**src/rtl/instruction_encoder_loader_pkg.sv**
```systemverilog
// rtl/instruction_encoder_loader_pkg.sv - shared formats, field widths and loader FSM encoding
package instruction_encoder_loader_pkg;

    localparam logic [1:0] FMT_R   = 2'd0;
    localparam logic [1:0] FMT_I   = 2'd1;
    localparam logic [1:0] FMT_J   = 2'd2;
    localparam logic [1:0] FMT_RAW = 2'd3;

    localparam int OPCODE_W = 6;
    localparam int RS_W     = 5;
    localparam int RT_W     = 5;
    localparam int RD_W     = 5;
    localparam int SHAMT_W  = 5;
    localparam int FUNCT_W  = 6;
    localparam int IMM_W    = 16;
    localparam int JUMP_W   = 26;
    localparam int INST_W   = 32;

    localparam logic [OPCODE_W-1:0] OP_RTYPE = 6'h00;

    localparam logic [1:0] ST_IDLE  = 2'd0;
    localparam logic [1:0] ST_LOAD  = 2'd1;
    localparam logic [1:0] ST_FULL  = 2'd2;
    localparam logic [1:0] ST_DRAIN = 2'd3;

    typedef struct packed {
        logic [1:0]          fmt;
        logic [OPCODE_W-1:0] opcode;
        logic [RS_W-1:0]     rs;
        logic [RT_W-1:0]     rt;
        logic [RD_W-1:0]     rd;
        logic [SHAMT_W-1:0]  shamt;
        logic [FUNCT_W-1:0]  funct;
        logic [IMM_W-1:0]    imm;
        logic [JUMP_W-1:0]   jump;
        logic [INST_W-1:0]   raw;
    } inst_fields_t;

    // An R-format set must carry the SPECIAL opcode; anything else is a malformed request.
    function automatic logic is_bad_rtype(input logic [1:0] fmt, input logic [OPCODE_W-1:0] opcode);
        return (fmt == FMT_R) && (opcode != OP_RTYPE);
    endfunction

endpackage

```
**src/rtl/instruction_encoder_loader_field_encoder.sv**
```systemverilog
// rtl/instruction_encoder_loader_field_encoder.sv - combinational MIPS field set to instruction word packer
module instruction_field_encoder
    import instruction_encoder_loader_pkg::*;
(
    input  inst_fields_t        fields,
    output logic [INST_W-1:0]   word
);

    always_comb begin
        word = '0;
        case (fields.fmt)
            FMT_R:   word = {fields.opcode, fields.rs, fields.rt, fields.rd, fields.shamt, fields.funct};
            FMT_I:   word = {fields.opcode, fields.rs, fields.rt, fields.imm};
            FMT_J:   word = {fields.opcode, fields.jump};
            default: word = fields.raw;
        endcase
    end

endmodule

```
**src/rtl/instruction_encoder_loader.sv**
```systemverilog
// rtl/instruction_encoder_loader.sv - packs field sets into words and streams them into IMEM
module instruction_encoder_loader
    import instruction_encoder_loader_pkg::*;
#(
    parameter int          DEPTH     = 256,
    parameter int          ADDR_W    = 8,
    parameter logic [31:0] BASE_ADDR = 32'h0
) (
    input  logic                  clk,
    input  logic                  rst,
    input  logic                  start,
    input  logic                  finish,
    input  logic                  in_valid,
    output logic                  in_ready,
    input  logic [1:0]            fmt,
    input  logic [OPCODE_W-1:0]   opcode,
    input  logic [RS_W-1:0]       rs,
    input  logic [RT_W-1:0]       rt,
    input  logic [RD_W-1:0]       rd,
    input  logic [SHAMT_W-1:0]    shamt,
    input  logic [FUNCT_W-1:0]    funct,
    input  logic [IMM_W-1:0]      imm,
    input  logic [JUMP_W-1:0]     jump,
    input  logic [INST_W-1:0]     raw,
    output logic                  mem_we,
    output logic [31:0]           mem_addr,
    output logic [INST_W-1:0]     mem_wdata,
    output logic [ADDR_W:0]       count,
    output logic                  busy,
    output logic                  full,
    output logic                  err
);

    localparam logic [ADDR_W:0] DEPTH_CNT = (ADDR_W+1)'(DEPTH);
    localparam logic [ADDR_W:0] LAST_CNT  = (ADDR_W+1)'(DEPTH - 1);

    logic [1:0]          state_q, state_d;
    logic [ADDR_W-1:0]   index_q, index_d;
    logic [ADDR_W:0]     count_q, count_d;
    logic                err_q, err_d;
    logic                mem_we_q, mem_we_d;
    logic [31:0]         mem_addr_q, mem_addr_d;
    logic [INST_W-1:0]   mem_wdata_q, mem_wdata_d;

    inst_fields_t        fields;
    logic [INST_W-1:0]   enc_word;
    logic                accept;

    always_comb begin
        fields        = '0;
        fields.fmt    = fmt;
        fields.opcode = opcode;
        fields.rs     = rs;
        fields.rt     = rt;
        fields.rd     = rd;
        fields.shamt  = shamt;
        fields.funct  = funct;
        fields.imm    = imm;
        fields.jump   = jump;
        fields.raw    = raw;
    end

    instruction_field_encoder u_field_encoder (
        .fields (fields),
        .word   (enc_word)
    );

    assign full     = (count_q == DEPTH_CNT);
    assign in_ready = (state_q == ST_LOAD) && !full;
    assign accept   = in_valid && in_ready;

    always_comb begin
        state_d     = state_q;
        index_d     = index_q;
        count_d     = count_q;
        err_d       = err_q;
        mem_we_d    = accept;
        mem_addr_d  = mem_addr_q;
        mem_wdata_d = mem_wdata_q;

        // The write address is captured from the pre-increment index so a word
        // accepted alongside a restart still lands at its original slot.
        if (accept) begin
            mem_addr_d  = BASE_ADDR + (32'(index_q) << 2);
            mem_wdata_d = enc_word;
            index_d     = index_q + ADDR_W'(1);
            count_d     = count_q + (ADDR_W+1)'(1);
            if (is_bad_rtype(fmt, opcode)) begin
                err_d = 1'b1;
            end
        end

        case (state_q)
            ST_IDLE: begin
                state_d = ST_IDLE;
            end
            ST_LOAD: begin
                if (finish) begin
                    state_d = ST_DRAIN;
                end else if (accept && (count_q == LAST_CNT)) begin
                    state_d = ST_FULL;
                end
            end
            ST_FULL: begin
                if (finish) begin
                    state_d = ST_DRAIN;
                end
            end
            default: begin
                if (!mem_we_q) begin
                    state_d = ST_IDLE;
                end
            end
        endcase

        // A restart overrides both finish and the counter update of a same-cycle accept.
        if (start) begin
            state_d = ST_LOAD;
            index_d = '0;
            count_d = '0;
            err_d   = 1'b0;
        end
    end

    always_ff @(posedge clk or posedge rst) begin
        if (rst) begin
            state_q     <= ST_IDLE;
            index_q     <= '0;
            count_q     <= '0;
            err_q       <= 1'b0;
            mem_we_q    <= 1'b0;
            mem_addr_q  <= BASE_ADDR;
            mem_wdata_q <= '0;
        end else begin
            state_q     <= state_d;
            index_q     <= index_d;
            count_q     <= count_d;
            err_q       <= err_d;
            mem_we_q    <= mem_we_d;
            mem_addr_q  <= mem_addr_d;
            mem_wdata_q <= mem_wdata_d;
        end
    end

    assign mem_we    = mem_we_q;
    assign mem_addr  = mem_addr_q;
    assign mem_wdata = mem_wdata_q;
    assign count     = count_q;
    assign err       = err_q;
    assign busy      = (state_q != ST_IDLE) || mem_we_q;

endmodule

```
**config.mk**
```make
export PLATFORM = sky130hd
export DESIGN_NAME = instruction_encoder_loader
export DESIGN_NICKNAME = d
export VERILOG_FILES = /design/src/rtl/instruction_encoder_loader_pkg.sv /design/src/rtl/instruction_encoder_loader_field_encoder.sv /design/src/rtl/instruction_encoder_loader.sv
export SDC_FILE = /design/constraint.sdc
export NUM_CORES = 1
export LEC_CHECK = 0
export ABC_CLOCK_PERIOD_IN_PS = 4200
export BUFFER_PORTS_ARGS = -buffer_cell sky130_fd_sc_hd__buf_2
export CAP_MARGIN = 20
export CORE_ASPECT_RATIO = 1.25
export CORE_UTILIZATION = 49
export DETAILED_ROUTE_END_ITERATION = 7
export PLACE_DENSITY_LB_ADDON = 0.12
export SETUP_SLACK_MARGIN = 0.2
export SYNTH_ARGS = -nofsm -noshare
export SYNTH_HDL_FRONTEND = slang
export SYNTH_HIERARCHICAL = 1
export SYNTH_SLANG_ARGS = --single-unit
```
**constraint.sdc**
```tcl
create_clock -name clk -period 4.2 [get_ports clk]
set_input_delay 0.42 -clock clk [delete_from_list [all_inputs] [get_ports clk]]
set_output_delay 0.42 -clock clk [all_outputs]
set_load 0.02 [all_outputs]
```
# --- Word-level counts from Yosys, hierarchy flattened ---
# Cells that the tools add are included.
word_totals:
  wordCells: 46
  out_inout_bits: 78
  regBits: 61
classes:
  eq_ne: 9
  n_reduce_logical: 14
  muxes: 14
  n_addsub: 2
op_table:
  columns: ["cell", "count"]
  rows:
  - ["$pmux W32 S3", 1]
  - ["$mux W9", 2]
  - ["$mux W8", 2]
  - ["$mux W2", 5]
  - ["$add A9 B1 Y9 const B", 1]
  - ["$eq A9 B8 Y1 const B", 1]
  - ["$eq A9 B9 Y1 const B", 1]
  - ["$add A8 B1 Y8 const B", 1]
  - ["$pmux W2 S3", 1]
  - ["$reduce_bool A2 Y1", 3]
  - ["$reduce_bool A6 Y1", 1]
  - ["$ne A5 B2 Y1 const B", 1]
  - ["$eq A2 B1 Y1 const B", 2]
  - ["$eq A2 B2 Y1 const B", 2]
  - ["$logic_and A1 B1 Y1", 4]
  - ["$logic_not A2 Y1", 2]
  - ["$ne A4 B3 Y1 const B", 1]
  - ["$mux W1", 3]
  - ["$ne A3 B3 Y1 const B", 1]
  - ["$reduce_and A3 Y1", 1]
  - ["$reduce_and A2 Y1", 1]
  - ["$logic_not A1 Y1", 1]
  - ["$logic_or A1 B1 Y1", 1]

# --- Depth between registers and ports, before layout ---
# Gate-level depths: netlist of the first run.
depth:
  depth_word: 9
  depth_mapped: 10
  mapped_depth_nobuf: 8

# --- By module ---
# Netlist of the first run, hierarchy kept.
modules_own_cells:
  columns: ["module", "instances", "cells_per_inst", "area_each_um2", "seq_area_each_um2"]
  rows:
  - ["instruction_encoder_loader", 1, 235, 2869.0, 1526.5]
  - ["instruction_field_encoder", 1, 60, 713.2, 0.0]

# --- Worst setup path after synthesis of the first run ---
# OpenSTA, ideal clock, no wires.
synth_timing:
  path_type: "reg2reg"
  start: "register count_q[0] (netlist: count[0])"
  end: "register index_q[6]"
  arrival_ns: 2.022
  n_path_buf: 2
  stages_incl_launch_ff: 9
  required_time_ns: 4.122
  synth_period_minus_slack_ns: 2.100
  setup_ns: 0.078
  slack_ns: 2.100
  path_cell_list: "dfrtp_1 -> inv_1 -> ha_1 -> nor4bb_1 -> clkbuf_1 -> a21o_1 -> buf_2 -> or4_1 -> a21oi_1"
synth_between:
  elab_chain_len: 5
synth_lines:
  columns: ["item", "line", "rtl"]
  rows:
  - ["start: declaration", "instruction_encoder_loader.sv:39", "logic [ADDR_W:0] count_q, count_d;"]
  - ["start signal: assignment", "instruction_encoder_loader.sv:137", "count_q <= count_d;"]
  - ["$eq A9 B9 Y1", "instruction_encoder_loader.sv:68", "assign full = (count_q == DEPTH_CNT);"]
  - ["$logic_not A1 Y1", "instruction_encoder_loader.sv:69", "assign in_ready = (state_q == ST_LOAD) && !full;"]
  - ["$logic_and A1 B1 Y1", "instruction_encoder_loader.sv:69", null]
  - ["$logic_and A1 B1 Y1", "instruction_encoder_loader.sv:70", "assign accept = in_valid && in_ready;"]
  - ["$reduce_bool A2 Y1 (no source line)", null, null]
  - ["end signal: assignment", "instruction_encoder_loader.sv:136", "index_q <= index_d;"]
  - ["end: declaration", "instruction_encoder_loader.sv:38", "logic [ADDR_W-1:0] index_q, index_d;"]
# No other way between the ends.
# A chain may end at the register's enable or synchronous reset.

# --- Final worst setup path of the first run ---
layout_timing:
  start: "register state_q[1]"
  end: "register mem_wdata_q[7] (netlist: mem_wdata[7])"
layout_between:
  elab_chain_len: 3
layout_lines:
  columns: ["item", "line", "rtl"]
  rows:
  - ["start: declaration", "instruction_encoder_loader.sv:37", "logic [1:0] state_q, state_d;"]
  - ["start signal: assignment", "instruction_encoder_loader.sv:135", "state_q <= state_d;"]
  - ["$eq A2 B1 Y1", "instruction_encoder_loader.sv:69", null]
  - ["$logic_and A1 B1 Y1", "instruction_encoder_loader.sv:69", null]
  - ["$logic_and A1 B1 Y1", "instruction_encoder_loader.sv:70", null]
  - ["end signal: assignment", "instruction_encoder_loader.sv:141", "mem_wdata_q <= mem_wdata_d;"]
  - ["end: declaration", "instruction_encoder_loader.sv:43", "logic [INST_W-1:0] mem_wdata_q, mem_wdata_d;"]
# No other way between the ends.

==> metrics.md, run 1 <==
| Metric | Value |
|---|---|
| Status | `completed` |
| Vias in the first global route | `2970` |
| MaxCap Viol Count | `0` |
| # rows | `34` |
| Largest area contributor in the netlist | `dfrtp_1` |
| Commonest non-fill, non-tap cells in the layout | `buf_2 (166), dfrtp_1 (61), mux2_2 (43)` |
| Gr busiest metal | `met2` |
| Hold-fix buffers, CTS | `0` |
| First-pass DRT Iterations | `6` |
| Post-CTS Setup Inserts | `0` |
| Clock skew | `4.32 ps` |
| TNS Setup | `0 ps` |
| Via/cell ratio | `5.15` |
| Setup Crit Path Kind | `reg -> reg` |
| Iteration-0 DRC Markers | `65` |
| PD cells | `528 nW/um2` |
| Worst-path maximum fanout | `39` |
| Post-route ant nets | `0` |
| Die span in y | `between 90 and 100 um` |
| Antenna violations before repair | `0` |
| Met1 Usage GRT | `0.270` |
| Num ports | `roughly 190` |
| Commonest non-fill, non-tap cell in the layout | `buf_2` |
| Final worst path period share | `0.592` |
| CP arrival | `around 2700 ps` |
| Slew HR | `0.421` |
| Global-route wire length before repair | `13600 um` |
| Gr usage total | `0.236` |
| Synth Instances | `around 300` |
| Worst vdd ir | `0.279 mV` |
| Yosys synthesis warning count | `6` |
| Leak pwr | `2.28 nW` |
| Post-synth EDFFs | `0` |
| Residual DRC | `0` |
| Reg clk slew, reported paths | `60 ps` |
| Seq/Total Area, Yosys | `0.426` |
| Async set-reset flop share out of synthesis | `1.00` |
| # nets final | `slightly below 600` |
| Pwr Total | `2.37 mW` |
| Core box area | `7020 um2` |
| Ant. Diodes | `0` |
| Top cell type's share of synthesized area | `0.426` |
| Share of layout cells above drive strength 1 | `0.520` |
| Syn avg cell area | `12.1 um2` |
| Worst Setup Slack, final | `1710 ps` |
| Fin Hold WS | `289 ps` |
| Worst-Margin Slew | `869 ps` |
| Hold Fails Final Rpt | `0` |
| RSZ-0062 raised after global routing | `false` |
| Average wire per standard cell | `15.1 um` |
| Dominant synthesized flop cell | `dfrtp_1` |
| Die Width | `78.5 um` |
| Max Clock Freq | `0.402 GHz` |
| Fin crit period | `2490 ps` |
| Die ar. | `7660 um2` |
| Clock sink total | `61` |
| HP Class | `in -> async` |
| Register bit total from synthesis | `61` |
| Via count | `2830` |
| GP Congestion | `between 0.8 and 0.9` |
| Clock latency on the worst-skew pair | `330 ps` |
| Synth area leaders | `dfrtp_1 (43%), mux2_2 (14%), mux4_2 (6.3%)` |
| Post-cts resize count | `0` |
| H-tree depth | `3` |
| Port Buf Inserts | `166` |
| Synth unique cells | `45` |
| Hpwl dp | `between 6000 and 7000 um` |
| Total grt overflow | `0` |
| Slew Viols, Final | `0` |
| Worst setup SP type | `register` |
| Syn-to-layout area delta | `25.5%` |
| Root Driver | `clkbuf_8` |
| Largest net degree at the start of global routing | `slightly above 60` |
| Pre-CTS setup slack | `1710 ps` |
| CTS buffer count | `9` |
| GR Util met3 | `0.0638` |
| Initial core utilization | `0.510` |
| Worst-case clock buffer depth | `2` |
| Setup violators final | `0` |
| Crit path required time | `4420 ps` |
| Met2 Track Usage GR | `0.403` |
| Crit. End Element | `register` |
| Post-synthesis cell area | `roughly 3600 um2` |
| Drt total wl | `8290 um` |
| CTS tree | `built` |
==> per-layer routing <==
metal	vias up	wire (um)
li1	1330	-
met1	1359	3280
met2	127	4310
met3	14	549
met4	0	154
met5	-	0
==> flip-flops by register name, indices dropped and copies added (netlist names) <==
name	flops
mem_addr	8
count	9
mem_wdata	32
mem_we	1
state_q	2
index_q	8
err	1
==> final timing paths <==
kind	startpoint	to	slack (ps)	depth (start not counted)
worst max-delay path	state_q[1]	mem_wdata[7]	1710	6
worst min-delay path	rst	mem_wdata[0]	290	3
worst max register to register	state_q[1]	mem_wdata[7]	1710	6
worst min register to register	mem_wdata[1]	mem_wdata[1]	500	1
max in group asynchronous	rst	mem_wdata[28]	3400	3
min in group clk	finish	state_q[0]	420	3
==> cell type report <==
type / instances / area (um2)
fill: 608 / 2520
multi-input combinational: 205 / 1800
timing repair buffer: 168 / 846
sequential: 61 / 1530
tap: 90 / 113
inverter: 12 / 45.0
clock buffer: 12 / 155
clock inverter: 2 / 10.0
==> Yosys cell counts, types with 2 or more instances <==
| master | n |
|---|---|
| nor2b_1 | 2 |
| buf_2 | 6 |
| nand4_1 | 3 |
| clkbuf_1 | 3 |
| mux4_2 | 10 |
| a211oi_1 | 5 |
| buf_6 | 3 |
| xor2_1 | 4 |
| and2_1 | 2 |
| nand3_1 | 4 |
| mux2_2 | 43 |
| inv_1 | 11 |
| ha_1 | 7 |
| mux2_1 | 3 |
| a211o_1 | 2 |
| buf_1 | 2 |
| mux2i_1 | 12 |
| buf_4 | 24 |
| nand2_1 | 8 |
| dfrtp_1 | 61 |
| xnor2_1 | 8 |
| nor3_1 | 2 |
| a21oi_1 | 13 |
| o31ai_1 | 2 |
| mux4_1 | 6 |
| nor2_1 | 30 |
==> per-stage QoR <==
stage	utilization	area, um2	instances
2_1_floorplan	-	3670	318
3_3_place_gp	0.617	4330	536
3_5_place_dp	0.617	4330	536
4_1_cts	0.640	4490	550
5_1_grt	0.640	4490	550
6_report	0.640	4490	550
==> where the power goes <==
part	total [mW]	switching (mW)	internal [mW]
logic	1.03	0.593	0.441
registers	0.893	0.112	0.781
clock network	0.445	0.207	0.238
total	2.37	0.913	1.46
==> worst max-delay path, stage by stage, from the launching register on <==
cell and delay, ps:
dfrtp_1 380, inv_1 100, ha_1 250, nand2_1 190, a21o_1 350, inv_2 660
mux2_2 420
==> cells by family after synthesis <==
logic type / Yosys count / synth area share
mux: 74 / 0.285
fa+ha+maj: 7 / 0.0244
other cells: 1 / 0.00105
flops: 61 / 0.426
buf+inv: 52 / 0.0957
simple gates: 59 / 0.0821
compound gates: 29 / 0.0562
xor+xnor: 12 / 0.0293
Power figures use the tool's default switching activity.
==> run 2: changes to the inputs <==
--- a/config.mk
+++ b/config.mk
@@ -5,11 +5,11 @@
 export SDC_FILE = /design/constraint.sdc
 export NUM_CORES = 1
 export LEC_CHECK = 0
-export ABC_CLOCK_PERIOD_IN_PS = 4200
+export ABC_CLOCK_PERIOD_IN_PS = 2460
 export BUFFER_PORTS_ARGS = -buffer_cell sky130_fd_sc_hd__buf_2
 export CAP_MARGIN = 20
 export CORE_ASPECT_RATIO = 1.25
-export CORE_UTILIZATION = 49
+export CORE_UTILIZATION = 46
 export DETAILED_ROUTE_END_ITERATION = 7
 export PLACE_DENSITY_LB_ADDON = 0.12
 export SETUP_SLACK_MARGIN = 0.2
==> constraint.sdc (replaced) <==
create_clock -name clk -period 2.46 [get_ports clk]
set_input_delay 0.246 -clock clk [delete_from_list [all_inputs] [get_ports clk]]
set_output_delay 0.246 -clock clk [all_outputs]
set_load 0.02 [all_outputs]
==> metrics.md, run 2 (same netlist as run 1, synthesis figures left out) <==
| Metric | Value |
|---|---|
| R2R cell count | `8 (+2)` |
| Final worst path period share | `0.842` |
| Post-route ant nets | `0 (unchanged)` |
| Leak pwr | `2.32 nW (+1.9%)` |
| Initial core utilization | `0.481 (-0.0292)` |
| Worst r2r dst | `state_q[0]` |
| Via/cell ratio | `5.19 (+0.88%)` |
| Slew Viols, Final | `0 (unchanged)` |
| Port Buf Inserts | `166 (unchanged)` |
| Antenna violations before repair | `0 (unchanged)` |
| Clock sink total | `61 (unchanged)` |
| # nets final | `584 (+1.2%)` |
| First-pass DRT Iterations | `5 (-1)` |
| Commonest non-fill, non-tap cells in the layout | `buf_2 (166), dfrtp_1 (61), mux2_2 (43)` |
| TNS Setup | `0 ps (unchanged)` |
| Ant. Diodes | `0 (unchanged)` |
| Crit. End Element | `primary output` |
| Num ports | `191 (unchanged)` |
| Fin crit period | `between 2000 and 2500 ps` |
| Reg clk slew, reported paths | `70 ps (about the same)` |
| Hold Fails Final Rpt | `0 (unchanged)` |
| Max Clock Freq | `0.483 GHz` |
| Setup violators final | `0 (unchanged)` |
| Syn-to-layout area delta | `28.3%` |
| Global-route wire length before repair | `14100 um (+3.7%)` |
| Iteration-0 DRC Markers | `80 (+23%)` |
| CTS tree | `built` |
| Crit path required time | `2210 ps (-2210 ps)` |
| Worst-path maximum fanout | `5 (-87%)` |
| Via count | `2912 (+2.9%)` |
| Total grt overflow | `0 (unchanged)` |
| Worst setup SP type | `register` |
| Max FFs per register | `32 (unchanged)` |
| Worst-Margin Slew | `711 ps (-158 ps)` |
| Fillcell total | `632 (+3.9%)` |
| CTS buffer count | `9 (unchanged)` |
| Worst flop-to-flop path startpoint | `count[0]` |
| Met2 Track Usage GR | `0.392 (-0.0111)` |
| HP Class | `in -> reg` |
| # rows | `35 (+2.9%)` |
| Worst setup path start | `count[0]` |
| Setup slack, reg-to-reg | `430 ps (-1280 ps)` |
| Average wire per standard cell | `15.6 um (+3.5%)` |
| Share of layout cells above drive strength 1 | `0.529 (+0.00922)` |
| RSZ-0062 raised after global routing | `false` |
| Gr busiest metal | `met2` |
| Core box area | `7440 um2 (+6.1%)` |
| Clock latency on the worst-skew pair | `350 ps (+20 ps)` |
| MaxCap Viol Count | `0 (unchanged)` |
| Vias in the first global route | `2958 (-0.40%)` |
| Drt total wl | `8760 um (+5.6%)` |
| Met1 Usage GRT | `0.269 (-0.000993)` |
| Gr usage total | `0.235 (-0.000666)` |
| Die ar. | `8150 um2 (+6.4%)` |
| Slew HR | `0.514 (+0.0930)` |
| Finished Core Util | `0.617 (-0.0228)` |
| Setup crit end | `in_ready` |
| Die span in y | `101 um (+3.1%)` |
| Residual DRC | `0 (unchanged)` |
| Clock skew | `6.08 ps (+1.76 ps)` |
| Commonest non-fill, non-tap cell in the layout | `buf_2` |
| Root Driver | `clkbuf_8` |
| Worst vdd ir | `0.517 mV (+85%)` |
| Hpwl dp | `6660 um (+6.0%)` |
| Status | `completed` |
| Setup Crit Path Kind | `reg -> out` |
| GR Util met3 | `0.0706 (+0.00674)` |
| GP Congestion | `0.908 (+12%)` |
| CP arrival | `1830 ps (-870 ps)` |
| Die Width | `80.9 um (+3.1%)` |
| PD cells | `915 nW/um2 (+73%)` |
| Worst-case clock buffer depth | `2 (unchanged)` |
| H-tree depth | `3 (unchanged)` |
| Largest net degree at the start of global routing | `37 (-40%)` |
==> run 2: cell types whose count changed in the layout (fill, tap and decap cells not counted), sizes merged <==
cell         previous run  this run
clkinvlp                0         2
buf                   168       174
clkbuf                 12        10
bufinv                  0         1
clkinv                  2         3
dlygate4sd3             0         1
==> run 2: per-stage QoR <==
step | std cells | worst slack, ps | area [um2] | total power, mW | hold slack (ps)
floorplan | 318 | 360 | 3670 | 2.76 | 412
global placement | 544 | 543 | 4390 | 3.30 | 337
detailed placement | 544 | 456 | 4390 | 3.34 | 350
CTS | 561 | 261 | 4590 | 4.24 | 233
global route | 561 | 238 | 4600 | 4.46 | 238
finish | 561 | 389 | 4600 | 4.21 | 255
==> run 2: power breakdown <==
group	switching [mW]	total [mW]	internal, mW
Clock	0.409	0.874	0.465
Sequential	0.187	1.52	1.33
Combinational	1.03	1.81	0.787
==> run 2: repair_timing <==
| item | CTS | global route |
|---|---|---|
| resized for setup | 0 | 1 |
| hold buffers | 1 | 0 |
| buffers inserted | 0 | 0 |
| endpoints found under the hold margin | 25 | 0 |
| setup endpoints to repair | 0 | 2 |
==> run 2: final cells by class <==
class | instances | area (um2) | share of cell area
inverters | 12 | 45.0 | 0.00980
clock inverters | 6 | 63.8 | 0.0139
flip-flops and latches | 61 | 1530 | 0.332
clock buffers | 10 | 128 | 0.0278
well taps | 92 | 115 | 0.0250
repair buffers | 175 | 913 | 0.199
multi-input cells | 205 | 1810 | 0.393
==> run 2: worst max-delay path: stages (launching register included) <==
cell and delay, ps:
dfrtp_1 430, inv_1 80, ha_1 130, nor4bb_2 320
buf_4 190, and2_1 140, nor2b_1 50, buf_2 150
==> run 2: worst min path at each step <==
stage          slack, ps  cells past startpoint       endpoint    start
2_1_floorplan        410                      2     state_q[1]    start
3_5_place_dp         350                      2  mem_wdata[22]      rst
6_report             250                      3  mem_wdata[30]  raw[30]
4_1_cts              230                      3     state_q[0]   finish
5_1_grt              240                      3     state_q[0]   finish
3_3_place_gp         340                      2  mem_wdata[25]      rst
==> run 2: per-layer routing <==
| layer | vias to the layer above | routed length (um) |
|---|---|---|
| met5 | - | 0 |
| met4 | 0 | 321 |
| met3 | 31 | 651 |
| met2 | 133 | 4420 |
| met1 | 1392 | 3360 |
| li1 | 1356 | - |
==> run 3: changes to the inputs <==
--- a/config.mk
+++ b/config.mk
@@ -5,7 +5,7 @@
 export SDC_FILE = /design/constraint.sdc
 export NUM_CORES = 1
 export LEC_CHECK = 0
-export ABC_CLOCK_PERIOD_IN_PS = 2460
+export ABC_CLOCK_PERIOD_IN_PS = 2000
 export BUFFER_PORTS_ARGS = -buffer_cell sky130_fd_sc_hd__buf_2
 export CAP_MARGIN = 20
 export CORE_ASPECT_RATIO = 1.25
==> constraint.sdc (replaced) <==
create_clock -name clk -period 2 [get_ports clk]
set_input_delay 0.2 -clock clk [delete_from_list [all_inputs] [get_ports clk]]
set_output_delay 0.2 -clock clk [all_outputs]
set_load 0.02 [all_outputs]
==> metrics.md, run 3 (same netlist as run 1, synthesis figures left out) <==
| Metric | Value |
|---|---|
| Via count | `2878 (-1.2%)` |
| Clock latency on the worst-skew pair | `340 ps (about the same)` |
| Pre-CTS setup slack | `91.6 ps (-365 ps)` |
| Worst setup SP type | `register` |
| Num ports | `191 (unchanged)` |
| H-tree depth | `3 (unchanged)` |
| TNS Setup | `0 ps (unchanged)` |
| Via/cell ratio | `5.03 (-3.1%)` |
| Hpwl dp | `6400 um (-3.9%)` |
| Root Driver | `clkbuf_8` |
| Total grt overflow | `0 (unchanged)` |
| Leak pwr | `2.45 nW (+5.5%)` |
| Worst-path maximum fanout | `10 (+5)` |
| Worst Setup Slack, final | `126 ps (-263 ps)` |
| Worst setup path start | `count[0]` |
| Worst-Margin Slew | `719 ps (+7.80 ps)` |
| Share of layout cells above drive strength 1 | `0.577 (+0.0483)` |
| Setup crit end | `mem_wdata[7]` |
| Pwr Total | `5.71 mW (+36%)` |
| Average wire per standard cell | `15.3 um (-1.9%)` |
| CTS tree | `built` |
| Setup violators final | `0 (unchanged)` |
| Residual DRC | `0 (unchanged)` |
| Die ar. | `8150 um2 (unchanged)` |
| HP Class | `in -> reg` |
| Iteration-0 DRC Markers | `116 (+45%)` |
| Initial core utilization | `0.481 (unchanged)` |
| Worst vdd ir | `0.573 mV (+11%)` |
| Final Non-Filler Cells | `572 (+2.0%)` |
| Slew HR | `0.520 (+0.00637)` |
| CTS buffer count | `9 (unchanged)` |
| Port Buf Inserts | `166 (unchanged)` |
| Fin Hold WS | `200 ps (-54.9 ps)` |
| Clock skew | `7.08 ps (+1.00 ps)` |
| Core box area | `7440 um2 (unchanged)` |
| Fin crit period | `1870 ps` |
| R2R cell count | `8 (unchanged)` |
| Antenna violations before repair | `0 (unchanged)` |
| Commonest non-fill, non-tap cells in the layout | `buf_2 (164), dfrtp_1 (58), mux2_2 (43)` |
| Slew Viols, Final | `0 (unchanged)` |
| Setup slack, reg-to-reg | `130 ps (-300 ps)` |
| Max Clock Freq | `0.534 GHz` |
| Largest net degree at the start of global routing | `34 (-8.1%)` |
| Hold Fails Final Rpt | `0 (unchanged)` |
| Crit. End Element | `register` |
| Reg clk slew, reported paths | `70 ps (about the same)` |
| Setup Crit Path Kind | `reg -> reg` |
| Syn-to-layout area delta | `36.9%` |
| Die Width | `80.9 um (unchanged)` |
| Clock sink total | `61 (unchanged)` |
| Max FFs per register | `32 (unchanged)` |
| Drt total wl | `8760 um (about the same)` |
| Worst flop-to-flop path startpoint | `count[0]` |
| Crit path required time | `2220 ps (about the same)` |
| # nets final | `595 (+1.9%)` |
| MaxCap Viol Count | `0 (unchanged)` |
| Placed cell count | `546 (+0.37%)` |
| GP Congestion | `0.844 (-7.1%)` |
| Area post-placement | `4440 um2 (+1.2%)` |
| First-pass DRT Iterations | `4 (-1)` |
| Status | `completed` |
| # rows | `35 (unchanged)` |
| Global-route wire length before repair | `13900 um (-1.8%)` |
| Final worst path period share | `0.937` |
| Vias in the first global route | `2987 (+0.98%)` |
| Cell area after layout | `4900 um2 (+6.7%)` |
| Ant. Diodes | `0 (unchanged)` |
| Worst r2r dst | `mem_wdata[7]` |
| Worst-case clock buffer depth | `2 (unchanged)` |
| CP arrival | `2090 ps (+260 ps)` |
| Die span in y | `101 um (unchanged)` |
| RSZ-0062 raised after global routing | `true` |
| Commonest non-fill, non-tap cell in the layout | `buf_2` |
| Post-route ant nets | `0 (unchanged)` |
| Finished Core Util | `0.659 (+0.0412)` |
| Gr usage total | `0.228 (-0.00681)` |
| Fillcell total | `621 (-1.7%)` |
| PD cells | `1160 nW/um2 (+27%)` |
## run 3: cell types whose count changed in the layout (fill, tap and decap cells not counted), sizes merged
cell / delta
bufinv: +1
clkbuf: +3
buf: +8
clkinvlp: -1
## run 3: critical path, cell delays in order (launching register included)
cell	delay, ps
dfrtp_2	410
inv_2	50
ha_4	140
nor4bb_4	140
buf_4	140
a21o_1	190
inv_4	160
clkbuf_16	190
mux2_2	330
## run 3: worst min path at each step
stage	endpoint	cells past startpoint	startpoint	slack (ps)
2_1_floorplan	state_q[1]	2	start	370
3_3_place_gp	mem_addr[4]	2	rst	360
3_5_place_dp	mem_addr[4]	2	rst	370
4_1_cts	state_q[0]	3	finish	180
5_1_grt	state_q[0]	3	finish	190
6_report	state_q[0]	3	finish	200
## run 3: repair_timing
action	CTS	global route
gates cloned	1	3
resized for setup	15	6
hold buffers	1	0
setup buffers	4	1
endpoints found under the hold margin	10	0
setup endpoints to repair	40	47
pin swaps	2	3
## run 3: power breakdown
group | total (mW) | internal [mW] | switching [mW]
clock | 1.23 | 0.733 | 0.497
combinational | 2.61 | 1.24 | 1.36
sequential | 1.87 | 1.64 | 0.233
total | 5.71 | 3.62 | 2.09
## run 3: metal layers
layer / vias up / wire, um / GRT usage / part of all wire
met5: - / 0 / 0 / 0
met4: 0 / 157 / 0.100 / 0.018
met3: 14 / 610 / 0.0661 / 0.070
met2: 117 / 4720 / 0.405 / 0.54
met1: 1371 / 3270 / 0.248 / 0.37
li1: 1376 / - / - / -
## run 3: cell type report
class                   count  area, um2  area share
clock inverters             6       86.3      0.0176
flip-flops and latches     61       1530       0.312
clock buffers              10        138      0.0281
inverters                  12       47.5     0.00970
repair buffers            186       1120       0.228
well taps                  92        115      0.0235
multi-input cells         205       1870       0.381
